<file path="config.mk">
export PLATFORM = sky130hd
export DESIGN_NAME = inst_fetch_unit
export DESIGN_NICKNAME = d
export VERILOG_FILES = /design/src/rtl/inst_fetch_unit.sv
export SDC_FILE = /design/constraint.sdc
export NUM_CORES = 1
export LEC_CHECK = 0
export CORE_AREA = 2 2 195 197
export DETAILED_ROUTE_END_ITERATION = 10
export DIE_AREA = 0 0 197 199
export GPL_ROUTABILITY_DRIVEN = 0
export PLACE_DENSITY = 0.56
export RECOVER_POWER = 25
export SLEW_MARGIN = 20
export SYNTH_ARGS = -nofsm -noshare
export SYNTH_HDL_FRONTEND = slang
export SYNTH_SLANG_ARGS = --single-unit
</file>
<file path="constraint.sdc">
create_clock -name clk -period 3.5 [get_ports clk]
set_input_delay 0.7 -clock clk [delete_from_list [all_inputs] [get_ports clk]]
set_output_delay 0.7 -clock clk [all_outputs]
set_load 0.01 [all_outputs]
</file>
<file path="src/rtl/inst_fetch_unit.sv">
// Instruction fetch stage: sequential PC generation, single-outstanding ROM
// requests, prefetch FIFO to decode, and branch/jump redirect handling.
module inst_fetch_unit #(
    parameter int                ADDR_W   = 32,
    parameter int                INST_W   = 32,
    parameter int                DEPTH    = 4,
    parameter logic [ADDR_W-1:0] RESET_PC = '0
) (
    input  logic                       clk,
    input  logic                       rst,
    output logic                       rom_ce_o,
    output logic [ADDR_W-1:0]          rom_addr_o,
    input  logic [INST_W-1:0]          rom_inst_i,
    input  logic                       rom_ack_i,
    input  logic                       flush_i,
    input  logic [ADDR_W-1:0]          new_pc_i,
    output logic [INST_W-1:0]          inst_o,
    output logic [ADDR_W-1:0]          pc_o,
    output logic                       valid_o,
    input  logic                       ready_i,
    output logic [$clog2(DEPTH):0]     fifo_cnt_o
);

    localparam int PW = $clog2(DEPTH);
    localparam int CW = PW + 1;
    localparam int OW = CW + 1;
    localparam logic [ADDR_W-1:0] ALIGN = ~ADDR_W'(3);

    logic [ADDR_W-1:0] fetch_pc;
    logic [ADDR_W-1:0] req_pc;
    logic              outstanding;
    logic              discard;

    logic [ADDR_W-1:0] mem_pc   [DEPTH];
    logic [INST_W-1:0] mem_inst [DEPTH];
    logic [PW-1:0]     wptr;
    logic [PW-1:0]     rptr;
    logic [CW-1:0]     count;

    logic              done;
    logic              kept;
    logic              can_issue;
    logic              push;
    logic              pop;
    logic [OW-1:0]     occ;
    logic [ADDR_W-1:0] target;

    assign done   = outstanding && rom_ack_i;
    assign kept   = outstanding && !rom_ack_i;
    assign target = new_pc_i & ALIGN;

    // The in-flight request owns a FIFO slot until it lands, so a
    // completing response can never find the FIFO full.
    assign occ = {1'b0, count} + OW'(outstanding);

    assign can_issue = rst
                     && !flush_i
                     && (!outstanding || rom_ack_i)
                     && (occ < OW'(DEPTH));

    assign valid_o = (count != '0);
    assign push    = done && !discard;
    assign pop     = valid_o && ready_i;

    assign rom_ce_o   = can_issue || kept;
    assign rom_addr_o = (kept ? req_pc : fetch_pc) & ALIGN;

    assign inst_o     = mem_inst[rptr];
    assign pc_o       = mem_pc[rptr];
    assign fifo_cnt_o = count;

    always_ff @(posedge clk or negedge rst) begin
        if (!rst) begin
            fetch_pc    <= RESET_PC;
            req_pc      <= RESET_PC;
            outstanding <= 1'b0;
            discard     <= 1'b0;
            wptr        <= '0;
            rptr        <= '0;
            count       <= '0;
            for (int i = 0; i < DEPTH; i++) begin
                mem_pc[i]   <= '0;
                mem_inst[i] <= '0;
            end
        end else if (flush_i) begin
            // A still-pending request stays in flight but is marked stale.
            fetch_pc    <= target;
            outstanding <= kept;
            discard     <= kept;
            wptr        <= '0;
            rptr        <= '0;
            count       <= '0;
        end else begin
            if (can_issue) begin
                req_pc      <= fetch_pc;
                fetch_pc    <= fetch_pc + ADDR_W'(4);
                outstanding <= 1'b1;
            end else if (done) begin
                outstanding <= 1'b0;
            end

            if (done && discard) begin
                discard <= 1'b0;
            end

            if (push) begin
                mem_pc[wptr]   <= req_pc;
                mem_inst[wptr] <= rom_inst_i;
                wptr           <= wptr + PW'(1);
            end

            if (pop) begin
                rptr <= rptr + PW'(1);
            end

            unique case ({push, pop})
                2'b10:   count <= count + CW'(1);
                2'b01:   count <= count - CW'(1);
                default: count <= count;
            endcase
        end
    end

endmodule
</file>
Word-level counts from Yosys, hierarchy flattened:

Index checks and enable logic that the tools add are counted.

* equal/unequal tests: 2
* $lt $le $gt $ge: 4
* reduce and logical (&&, ||, !) cells: 24
* bitwise logic cells: 3
* mux-type cells: 24
* add/sub/neg operators: 6

Operators by type and width (count)
* 128-bit bitwise mux: 2
* 32-bit 2-to-1 mux: 8
* 32-bit binary-select mux with 2-bit select: 2
* 32-bit demux with 2-bit select: 1
* 32-bit by 3-bit adder with 32-bit output, second input constant: 1
* 1-bit logical AND: 9
* 3-bit nonzero test: 3
* 2-bit 2-to-1 mux: 4
* 2-bit nonzero test: 4
* 3-bit greater-or-equal comparator, second input constant: 2
* 2-bit inverter with 3-bit output: 2
* 3-bit case mux with 2 select lines: 1
* 1-bit 2-to-1 mux: 5
* 2-bit by 1-bit adder with 2-bit output, second input constant: 2
* 3-bit by 1-bit adder with 4-bit output: 1
* 1-bit logical NOT: 4
* 4-bit by 3-bit < comparator with 1-bit output, second input constant: 1
* 2-bit AND reduction: 2
* 3-bit by 1-bit adder with 3-bit output, second input constant: 1
* 3-bit by 1-bit < comparator with 1-bit output, second input constant: 1
* 3-bit 2-to-1 mux: 1
* 3-bit by 1-bit subtractor with 3-bit output, second input constant: 1
* 2-bit by 1-bit == test with 1-bit output, second input constant: 1
* 2-bit == test, second input constant: 1
* 2 further kinds: 3

* bits in registers: 329
* word-level logic and storage cells: 78
* bits of input ports: 69
* output and inout bits: 101

Depth between registers and ports, before layout:

Gate-level depths: netlist (run 1).

* depth in word-level cells: 6
* mapped depth: 7
* depth with buffers taken out: 6

Worst setup path after synthesis (run 1):

OpenSTA, ideal clock, no wires.

* path kind: input-to-output
* start point: input rom_ack_i
* end point: output rom_ce_o
* setup slack: 1.083 ns
* data arrival time: 1.717 ns
* required time: 2.800 ns
* buffers on the path: 2
* stages: 6
* path through: a21bo_2 -> a21oi_2 -> and2_1 -> buf_2 -> buf_4 -> or2_2

* longest elaborated chain between the ends: 4
* elaborated cells between the ends (all ways): 6
* those cells by class: 6 x reduce/logical

RTL lines
* start: declaration: line 14 `input logic rom_ack_i,`
* 1-bit logical OR: line 58 `&& (!outstanding || rom_ack_i)`
* 1-bit logical AND: line 58
* 1-bit logical AND: line 59 `&& (occ < OW'(DEPTH));`
* 1-bit logical OR *: line 65 `assign rom_ce_o = can_issue || kept;`
* end: declaration: line 11 `output logic rom_ce_o,`

Every way passes the cells marked *; elsewhere a longest branch is shown, timed or not.

Worst setup path after layout (run 1):

Same ends and word-level chain as after synthesis.

==> summary.md, run 1 <==
| Metric | Value |
|---|---|
| Total grt overflow | 0 |
| Total track usage | between 10% and 20% |
| Async set or reset register ratio after synthesis | 100% |
| Crit path DAT | 2.67 ns |
| Static Leak | 8.01 nW |
| CP dominant cell by count | clkdlybuf4s50_1 |
| Crit end category | primary output |
| Average size of a mapped cell | 14.6 um2 |
| Tmin final | 3.37 ns |
| Critical path type | in -> out |
| Via count | between 9000 and 10000 |
| Filler cells | roughly 3300 |
| Sw frac | a little under 30% |
| Drt initial violations | 378 |
| Comb pwr share | 31.9% |
| Largest net degree at the start of global routing | roughly 150 |
| Seq/Total Area, Yosys | around 54% |
| Final core occ | 49.0% |
| Status | complete, no violations |
| Initial Util | 39.7% |
| Switching power total | 3.96 mW |
| TNS Setup | 0 ns |
| Slew @ Worst Pin | 1.41 ns |
| Share of layout cells above drive strength 1 | approximately two fifths |
| CP max stage delay | a little over 0.6 ns |
| H-tree Lvls | 2 |
| Area grow syn2layout | 23.6% |
| Latest clock arrival within the worst-skew pair | 0.54 ns |
| Share of total power in the clock network | between 20% and 30% |
| Top Ports | 170 |
| Netlist cell types | a little over 60 |
| First-pass GRT wire length | between 50000 and 60000 um |
| WP data required | 2.80 ns |
| Total chip power | ~14 mW |
| Slew Limit Headroom | 5.77% |
| Clock slew at reported path FFs | 0.05 ns |
| Cell Rows | 71 |
| Internal power | 9.76 mW |
| TritonCTS clock tree | done |
| Routed length per instance | 21.3 um |
| Die Y | roughly 200 um |
| Initial antenna violation count | 1 |
| Clock skew | 0.0193 ns |
| Fin. Hold Viols | 0 |
| Drc violations | 0 |
| WL final | approximately 36000 um |
| RSZ-0062 raised after global routing | false |
| CTS sink cnt | ~320 |
| Seq pwr share | roughly two fifths |
| Gate Count Post-Synth | 1008 |
| Vias in the first global route | 9646 |
| WHS | between 0.4 and 0.5 ns |
| Final Cycle Share | around 96% |
| Ys flop type | dfrtp_1 |
| Clock Path Buffers | 3 |
| Port Buffers | 163 |
| DP HPWL | 22900 um |
| Power Density | 754 nW/um2 |
| Fmax | 297 MHz |
| Post-route ant nets | 0 |
| Final #Nets | 1247 |
| FF+latch count, synth | 317 |
| Max-cap viol count | 0 |
| Root buffer cell | clkbuf_16 |
| Max Slew Vio Count | 0 |
| Mapped cell area | around 15000 um2 |
| Vias per Instance | about 5.5 |
| Post-synth EDFFs | 0 |
| Slowest CP cell | clkdlybuf4s50_1 |
| Synth Warn # | 0 |
| Startpoint type of the worst setup path | primary input |
| Worst vdd rail ir drop | 0.000357 V |
| CP max FO | 5 |
| Core area | 37100 um2 |
| Die W | 197 um |
| HP Class | reg -> reg |
| Num CTS Buffers | 37 |
| Full die area | 39200 um2 |
| Critical Path, Cell by Cell | clkdlybuf4s50_1, a21bo_1, a21oi_2, and2_1, or2_2, clkdlybuf4s50_1 |
| Total iterations of the first detailed-routing run | 5 |
| Setup violators final | 0 |
## per-layer routing
layer | GRT usage (%) | wire length, um | share of wire [%]
met1 | 26.2 | 16700 | 47
met2 | 29.8 | 16500 | 46
met3 | 3.53 | 1780 | 5.0
met4 | 5.29 | 798 | 2.2
met5 | 0 | 0 | 0
## area by class of cell
class / instances / area [um2] / share of cell area [%]
diodes: 1 / 2.50 / 0.0137
clock buffers: 57 / 1130 / 6.23
clock inverters: 9 / 153 / 0.838
inverters: 8 / 30.0 / 0.165
multi-input cells: 617 / 6420 / 35.2
flip-flops and latches: 317 / 7940 / 43.6
well taps: 474 / 593 / 3.26
repair buffers: 191 / 1940 / 10.7
## final timing paths
check | start | cells after the start | slack (ns) | end
max | rom_ack_i | 6 | 0.13 | rom_ce_o
min | mem_pc[24] | 1 | 0.50 | mem_pc[24]
max reg2reg | outstanding | 6 | 0.71 | mem_inst[69]
min reg2reg | mem_pc[24] | 1 | 0.50 | mem_pc[24]
max in group asynchronous | rst | 4 | 0.57 | mem_pc[102]
min in group asynchronous | rst | 2 | 0.59 | fetch_pc[10]
## cells in the final DEF (no fill, tap or decap), types with 3 or more instances in the layout
master / count
o211ai_1: 5
or4_1: 7
a22oi_1: 5
nor4_1: 3
ha_1: 5
buf_12: 9
clkdlybuf4s50_1: 161
mux2_1: 4
xnor2_1: 7
and2_1: 4
a31oi_1: 5
buf_4: 11
or3_1: 4
and3_1: 4
dfrtp_1: 315
conb_1: 4
nand4_1: 19
a21oi_1: 7
nand2_1: 37
clkbuf_1: 11
nor2_1: 21
xor2_1: 3
nor3_1: 8
clkinv_2: 3
or2_2: 4
mux2_2: 300
nand3_1: 19
inv_1: 7
clkbuf_16: 39
bufinv_16: 4
o311ai_0: 7
o31ai_1: 12
clkbuf_8: 9
mux4_2: 62
nor2b_1: 9
clkbuf_2: 4
o21ai_0: 18
## sequential cells by signal, indices dropped and copies added, names as in the netlist
name and count:
mem_inst 128, mem_pc 120, fetch_pc 30, req_pc 30, fifo_cnt_o 3, rptr 2
wptr 2, discard 1, outstanding 1
## kinds of logic after synthesis
logic type | share of synthesized area (%)
multiplexers | 32.8
flip-flops | 53.8
AND/OR/NAND/NOR | 5.67
buffers and inverters | 2.68
AO/OA/AOI/OAI | 3.78
XOR/XNOR | 0.594
adder cells (fa/ha/maj) | 0.560
other | 0.0255
## stage by stage
stage          setup slack (ns)  cells  instance area (um2)
6_report                  0.130   1674                18200
4_1_cts                  0.0914   1673                18300
2_1_floorplan              1.08   1011                14700
5_1_grt                  0.0253   1673                18200
3_3_place_gp              0.156   1606                17000
3_5_place_dp              0.153   1606                17000
## synth_stat cells, types with 3 or more instances
cell,count,area share [%]
dfrtp_1,317,54
mux2_2,300,23
mux4_2,62,9.5
nand2_1,38,0.97
buf_2,37,1.3
nor2_1,21,0.54
clkbuf_1,19,0.48
nand3_1,19,0.65
nand4_1,19,0.81
o21ai_0,18,0.61
o31ai_1,11,0.56
buf_4,10,0.51
nor2b_1,8,0.34
a21oi_1,7,0.24
inv_1,7,0.18
nor3_1,7,0.24
o311ai_0,7,0.42
or4_1,7,0.36
xnor2_1,7,0.42
a22oi_1,5,0.25
a31oi_1,5,0.21
and2_1,5,0.21
ha_1,5,0.42
o211ai_1,5,0.25
and3_1,4,0.17
mux2_1,4,0.31
or2_2,4,0.17
or3_1,4,0.17
buf_6,3,0.23
nor4_1,3,0.13
xor2_1,3,0.18
## critical path: cells and delay by family
kind / cells / cell delay [ns]
buffers and inverters: 2 / 1.15
AO/OA/AOI/OAI: 2 / 0.54
AND/OR/NAND/NOR: 2 / 0.29
## repair_timing
item | 4_1_cts | 5_1_grt
endpoints found under the hold margin | 15 | 0
hold buffers | 1 | 0
setup endpoints to repair | 0 | 0
setup buffers | 0 | 0
resized for setup | 0 | 0
## power by group through the flow
| stage | sequential, mW | combinational [mW] | clock (mW) |
|---|---|---|---|
| finish | 5.31 | 4.38 | 4.03 |
| global route | 5.47 | 4.71 | 4.30 |
| floorplan | 4.98 | 2.59 | 0 |
| detailed placement | 5.39 | 4.46 | 0 |
| global placement | 5.37 | 4.42 | 0 |
| CTS | 5.33 | 4.48 | 4.16 |
Note: power is estimated with default switching activity, not from simulation.
==> inputs of run 2 (changes only) <==
--- a/config.mk
+++ b/config.mk
@@ -5,11 +5,11 @@
 export SDC_FILE = /design/constraint.sdc
 export NUM_CORES = 1
 export LEC_CHECK = 0
-export CORE_AREA = 2 2 195 197
+export CORE_AREA = 2 2 209 211
 export DETAILED_ROUTE_END_ITERATION = 10
-export DIE_AREA = 0 0 197 199
+export DIE_AREA = 0 0 211 213
 export GPL_ROUTABILITY_DRIVEN = 0
-export PLACE_DENSITY = 0.56
+export PLACE_DENSITY = 0.5
 export RECOVER_POWER = 25
 export SLEW_MARGIN = 20
 export SYNTH_ARGS = -nofsm -noshare
==> run 2 against run 1 <==
The run now ends with capacitance limit, slew limit left. Via count is 0.13% lower. Clock skew is 0.0021 ns higher. Total power is 0.51% lower. Utilization is 6.1 points lower. Sequential cell count stayed put. Worst hold slack hardly changed. Critical path depth is 1 lower.
==> summary.md, run 2 (synthesis gave the netlist of run 1 again) <==
| Metric | Value |
|---|---|
| Most frequent cells in the layout | dfrtp_1 (315), mux2_2 (300), clkdlybuf4s50_1 (161) |
| CP max FO | 35 |
| Initial Util | roughly 35% |
| Fin. Hold Viols | 0 |
| WP data required | 2.80 ns |
| First-pass GRT wire length | between 50000 and 60000 um |
| Total iterations of the first detailed-routing run | 5 |
| Top Registers | mem_inst: 128 flops, mem_pc: 120 flops |
| Biggest register | mem_inst |
| Slew @ Worst Pin | 2.77 ns |
| Top Ports | 170 |
| Worst min-delay path startpoint | mem_pc[55] |
| TritonCTS clock tree | done |
| Max reg flops | 128 |
| Slew Limit Headroom | -84.7% |
| Setup violators final | 0 |
| Share of layout cells above drive strength 1 | a little under 40% |
| DP HPWL | 22900 um |
| Full die area | 44900 um2 |
| WL final | 37400 um |
| Clock slew at reported path FFs | 0.05 ns |
| Critical path type | in -> out |
| Clock skew | 0.0214 ns |
| Via count | 9183 |
| Crit end category | primary output |
| Startpoint type of the worst setup path | primary input |
| Failing checks | capacitance limit, slew limit |
| Vias in the first global route | 9716 |
| CTS sink cnt | 317 |
| Worst Setup SP | rom_ack_i |
| Clock Path Buffers | 3 |
| Commonest non-fill, non-tap cell in the layout | dfrtp_1 |
| Total track usage | 17.0% |
| Die Y | 213 um |
| Core area | 42700 um2 |
| Drt initial violations | around 520 |
| Tmin final | 3.35 ns |
| Fmax | 299 MHz |
| Total grt overflow | 0 |
| Largest net degree at the start of global routing | 177 |
| H-tree Lvls | 2 |
| Num CTS Buffers | 40 |
| Status | complete, but fails checks |
| Area grow syn2layout | 24.5% |
| Drc violations | 0 |
| HP Class | reg -> reg |
| Vias per Instance | approximately 5.3 |
| Filler cells | ~4000 |
| Post-route ant nets | 0 |
| Power Density | between 700 and 800 nW/um2 |
| Crit path DAT | 2.65 ns |
| Die W | approximately 210 um |
| Latest clock arrival within the worst-skew pair | 0.55 ns |
| Initial antenna violation count | 0 |
| RSZ-0062 raised after global routing | false |
| Routed length per instance | 21.4 um |
| Final #Nets | 1247 |
| Worst vdd rail ir drop | ~0.00031 V |
| Cell Rows | 76 |
| Root buffer cell | clkbuf_16 |
| Total chip power | 13.7 mW |
| Max Slew Vio Count | 382 |
| Final Cycle Share | 95.6% |
| # diodes | 0 |
| TNS Setup | 0 ns |
| Reg-to-reg startpoint | outstanding |
| Max-cap viol count | 3 |
| Port Buffers | 163 |
| Static Leak | a little over 8 nW |
[run 2: what timing repair did]
item	4_1_cts	5_1_grt
resized for setup	0	0
buffers inserted	0	0
hold buffers	1	0
hold endpoints to repair	6	0
endpoints found under the setup margin	0	0
[run 2: worst paths after layout]
kind                            cells past startpoint              to  slack [ns]
worst min register to register                      1      mem_pc[55]        0.50
max in group asynchronous                           3    mem_inst[29]        0.82
worst max register to register                      5     mem_pc[121]        1.17
worst max-delay path                                5  rom_addr_o[11]        0.15
min in group asynchronous                           2    fetch_pc[10]        0.56
worst min-delay path                                1      mem_pc[55]        0.50
[run 2: worst max-delay path, cell delays in order]
cell and delay (ns):
clkdlybuf4s50_1 0.60, nor2_4 0.08, buf_12 0.19, o21ai_0 0.43
clkdlybuf4s50_1 0.63
[run 2: power by group]
| part | internal [mW] | leakage [nW] | switching, mW |
|---|---|---|---|
| Sequential | 4.50 | 4.13 | 0.741 |
| Combinational | 2.73 | 3.30 | 1.71 |
| Clock | 2.36 | 0.616 | 1.61 |
[run 2: layout make-up]
cell class | instances | area [um2] | area share, %
clock buffers | 61 | 1160 | 6.33
flip-flops and latches | 317 | 7940 | 43.3
inverters | 8 | 30.0 | 0.164
repair buffers | 188 | 1980 | 10.8
clock inverters | 11 | 93.8 | 0.512
well taps | 546 | 683 | 3.72
multi-input cells | 617 | 6450 | 35.2
[run 2: routing by layer]
metal  up-vias  track usage [%]  share of wire [%]
li1       4123                -                  -
met2       234             26.2                 45
met3        38             4.13                5.6
met1      4788             24.0                 47
met4         0             4.25                1.7
met5         -                0                  0
[run 2: through the flow]
stage                     setup WS, ns  std cells  hold slack, ns  utilization, %  area (um2)
after floorplan                   1.08       1011           0.404               -       14700
final                            0.154       1748           0.498            43.0       18300
after CTS                       0.0958       1748           0.500            43.0       18400
after global routing            0.0488       1748           0.507            43.0       18300
after global placement           0.217       1675           0.482            40.1       17100
after detailed placement         0.251       1675           0.487            40.1       17100
==> inputs of run 3 (changes only) <==
--- a/config.mk
+++ b/config.mk
@@ -5,9 +5,10 @@
 export SDC_FILE = /design/constraint.sdc
 export NUM_CORES = 1
 export LEC_CHECK = 0
-export CORE_AREA = 2 2 209 211
+export ABC_AREA = 1
+export CORE_AREA = 2 2 210 212
 export DETAILED_ROUTE_END_ITERATION = 10
-export DIE_AREA = 0 0 211 213
+export DIE_AREA = 0 0 212 214
 export GPL_ROUTABILITY_DRIVEN = 0
 export PLACE_DENSITY = 0.5
 export RECOVER_POWER = 25
==> run 3 against run 2 <==
The flow still finishes with violations (capacitance limit, slew limit). Area after synthesis is 0.99% higher. Combinational power is 6.1% higher. Largest power group unchanged. Maximum frequency is 0.95% higher. Highest routed layer unchanged. Worst hold slack worse by 0.024 ns.
==> summary.md, run 3 <==
| Metric | Value |
|---|---|
| Drt initial violations | 1011 |
| Share of total power in the clock network | roughly 30% |
| Buffers and inverters on the worst path | 3 |
| RSZ-0062 raised after global routing | false |
| Worst Setup SP | rptr[0] |
| Total track usage | around a fifth |
| Reg-to-reg startpoint | fetch_pc[2] |
| Post-route ant nets | 0 |
| CP max FO | 38 |
| Gate Count Post-Synth | roughly 1800 |
| Setup Buffers After CTS | 0 |
| H-tree Lvls | 2 |
| Most frequent cells in the layout | nand2_1 (414), o21ai_0 (360), dfrtp_1 (315) |
| Seq pwr share | between 30% and 40% |
| Fmax | 302 MHz |
| Average size of a mapped cell | 8.27 um2 |
| Netlist cell types | 38 |
| Startpoint type of the worst setup path | flop |
| Number of cells on the critical path | 5 |
| Final #Nets | 1985 |
| Num CTS Buffers | 39 |
| Vias per Instance | roughly 4.9 |
| Reg-to-reg setup timing slack | 1.57 ns |
| Clock skew | 0.00672 ns |
| Core area | 42900 um2 |
| Mapped cell area | ~15000 um2 |
| Static Leak | 8.35 nW |
| Clock Path Buffers | 3 |
| Multi-input logic area | 5770 um2 |
| Root buffer cell | clkbuf_16 |
| TritonCTS clock tree | done |
| Max Slew Vio Count | 163 |
| TNS Setup | 0 ns |
| Initial antenna violation count | 0 |
| DP HPWL | 26200 um |
| Slowest CP cell | clkdlybuf4s50_1 |
| Largest cells by area after synthesis | dfrtp_1 (53%), o21ai_0 (12%), nand2_1 (10%), nor2_1 (4.5%), inv_1 (3.0%) |
| Drc violations | 0 |
| Cell family with most CP delay | buffers and inverters |
| Top Ports | 170 |
| Critical Path, Cell by Cell | inv_4, buf_12, o21ai_0, o22ai_1, clkdlybuf4s50_1 |
| Met2 global-route usage | 29.2% |
| Crit path DAT | 2.61 ns |
| Most common cell in the synthesized netlist | nand2_1 |
| HP Class | reg -> reg |
| Largest net degree at the start of global routing | 131 |
| Cell Rows | 76 |
| Fin. Hold Viols | 0 |
| Routed length per instance | 16.7 um |
| Slew Limit Headroom | -21.2% |
| Crit end category | primary output |
| Status | complete, but fails checks |
| Met1 Usage GRT | between 20% and 30% |
| Total iterations of the first detailed-routing run | 6 |
| Max reg flops | 128 |
| Ys flop type | dfrtp_1 |
| Max-cap viol count | 2 |
| Latest clock arrival within the worst-skew pair | 0.53 ns |
| Biggest register | mem_inst |
| Commonest non-fill, non-tap cell in the layout | nand2_1 |
| Share of layout cells above drive strength 1 | between 5 and 6% |
| Reg2reg path depth | 8 |
| CTS sink cnt | 317 |
| Final Cycle Share | 94.7% |
| # diodes | 0 |
| Async set or reset register ratio after synthesis | 100% |
| Slew @ Worst Pin | 1.82 ns |
| CP max stage delay | 0.65 ns |
| Via count | 12400 |
| Gr busiest metal | met2 |
| Met3 Usage GRT | 3.21% |
| Tmin final | 3.31 ns |
| WHS | 0.473 ns |
| Internal power | 9.21 mW |
| Top Registers | mem_inst: 128 flops, mem_pc: 120 flops |
| Setup violators final | 0 |
| Power Density | about 760 nW/um2 |
| Failing checks | capacitance limit, slew limit |
| Critical path type | reg -> out |
| Worst setup path end | pc_o[17] |
| Switching power total | 4.71 mW |
| Reg area | 7940 um2 |
| WP data required | 2.80 ns |
| Initial Util | 34.7% |
| Full die area | 45400 um2 |
| Area grow syn2layout | 22.3% |
| WL final | 42000 um |
| Top post-synthesis cells by count | nand2_1 (415), o21ai_0 (360), dfrtp_1 (317) |
| Synth top area share | 53.3% |
| Die Y | roughly 210 um |
| Sw frac | about a third |
| Comb pwr share | 33.9% |
| Leading area contributor after synthesis | dfrtp_1 |
| First-pass GRT wire length | 68100 um |
| Die W | 212 um |
| Total grt overflow | 0 |
| Post-synth EDFFs | 0 |
| Clock slew at reported path FFs | 0.06 ns |
| Port Buffers | 163 |
| Worst vdd rail ir drop | approximately 0.00033 V |
| FF+latch count, synth | 317 |
| Synth Warn # | 0 |
| Filler cells | 4289 |
| Seq/Total Area, Yosys | 53.3% |
| R2r endpoint | fetch_pc[28] |
| Vias in the first global route | 12000 |
==> run 3: changes by cell type after synthesis, moves of 62 or more <==
cell,before,now
mux2_2,300,0
o22ai_1,0,62
o21ai_0,18,360
inv_1,7,117
o21ai_1,0,66
nor2_1,21,180
mux4_2,62,0
nand2_1,38,415
==> run 3: power by group through the flow <==
stage               registers [mW]  clock network (mW)  logic [mW]
floorplan                     4.93                   0        2.56
global placement              5.06                   0        4.74
detailed placement            5.07                   0        4.77
CTS                           5.02                4.32        4.79
global route                  5.15                4.47        5.24
finish                        5.02                4.18        4.71
==> run 3: layer usage <==
metal | wire (um) | share of wire [%]
met3 | 2040 | 4.9
met5 | 0 | 0
met1 | 20300 | 48
met2 | 18700 | 45
met4 | 936 | 2.2
==> run 3: final cells by class <==
type | count | share of cell area, %
repair buffers | 192 | 10.8
inverters | 121 | 2.55
clock inverters | 12 | 1.05
multi-input cells | 1239 | 31.7
well taps | 585 | 4.02
flip-flops and latches | 317 | 43.6
clock buffers | 53 | 6.22
==> run 3: what timing repair did <==
action,in CTS,in global routing
endpoints found under the hold margin,9,0
resized for setup,0,0
hold buffers,1,0
==> run 3: cell families after synthesis <==
| logic type | share of synthesized area, % |
|---|---|
| buf+inv | 8.04 |
| other cells | 0.0252 |
| compound gates | 18.6 |
| simple gates | 19.0 |
| fa+ha+maj | 0.555 |
| flops | 53.3 |
| xor+xnor | 0.412 |
==> run 3: worst min path at each step <==
stage,startpoint,end,cells past startpoint
2_1_floorplan,rst,discard,0
3_3_place_gp,mem_pc[38],mem_pc[38],2
3_5_place_dp,mem_pc[67],mem_pc[67],2
4_1_cts,mem_pc[67],mem_pc[67],2
5_1_grt,mem_inst[67],mem_inst[67],2
6_report,mem_pc[67],mem_pc[67],2
==> run 3: stage by stage <==
| step | cells | total power, mW | area [um2] | setup WS [ns] | utilization [%] |
|---|---|---|---|---|---|
| 6_report | 2519 | 13.9 | 18200 | 0.185 | 42.4 |
| 5_1_grt | 2519 | 14.8 | 18200 | 0.0823 | 42.4 |
| 4_1_cts | 2519 | 14.1 | 18200 | 0.119 | 42.5 |
| 3_5_place_dp | 2453 | 9.84 | 16900 | 0.401 | 39.4 |
| 3_3_place_gp | 2453 | 9.80 | 16900 | 0.400 | 39.4 |
| 2_1_floorplan | 1802 | 7.49 | 14900 | 1.35 | - |
==> run 3: worst min-delay path, delay by kind of cell (launching register included) <==
family | cells | cell delay, ns
flip-flops | 1 | 0.33
AND/OR/NAND/NOR | 1 | 0.06
AO/OA/AOI/OAI | 1 | 0.05
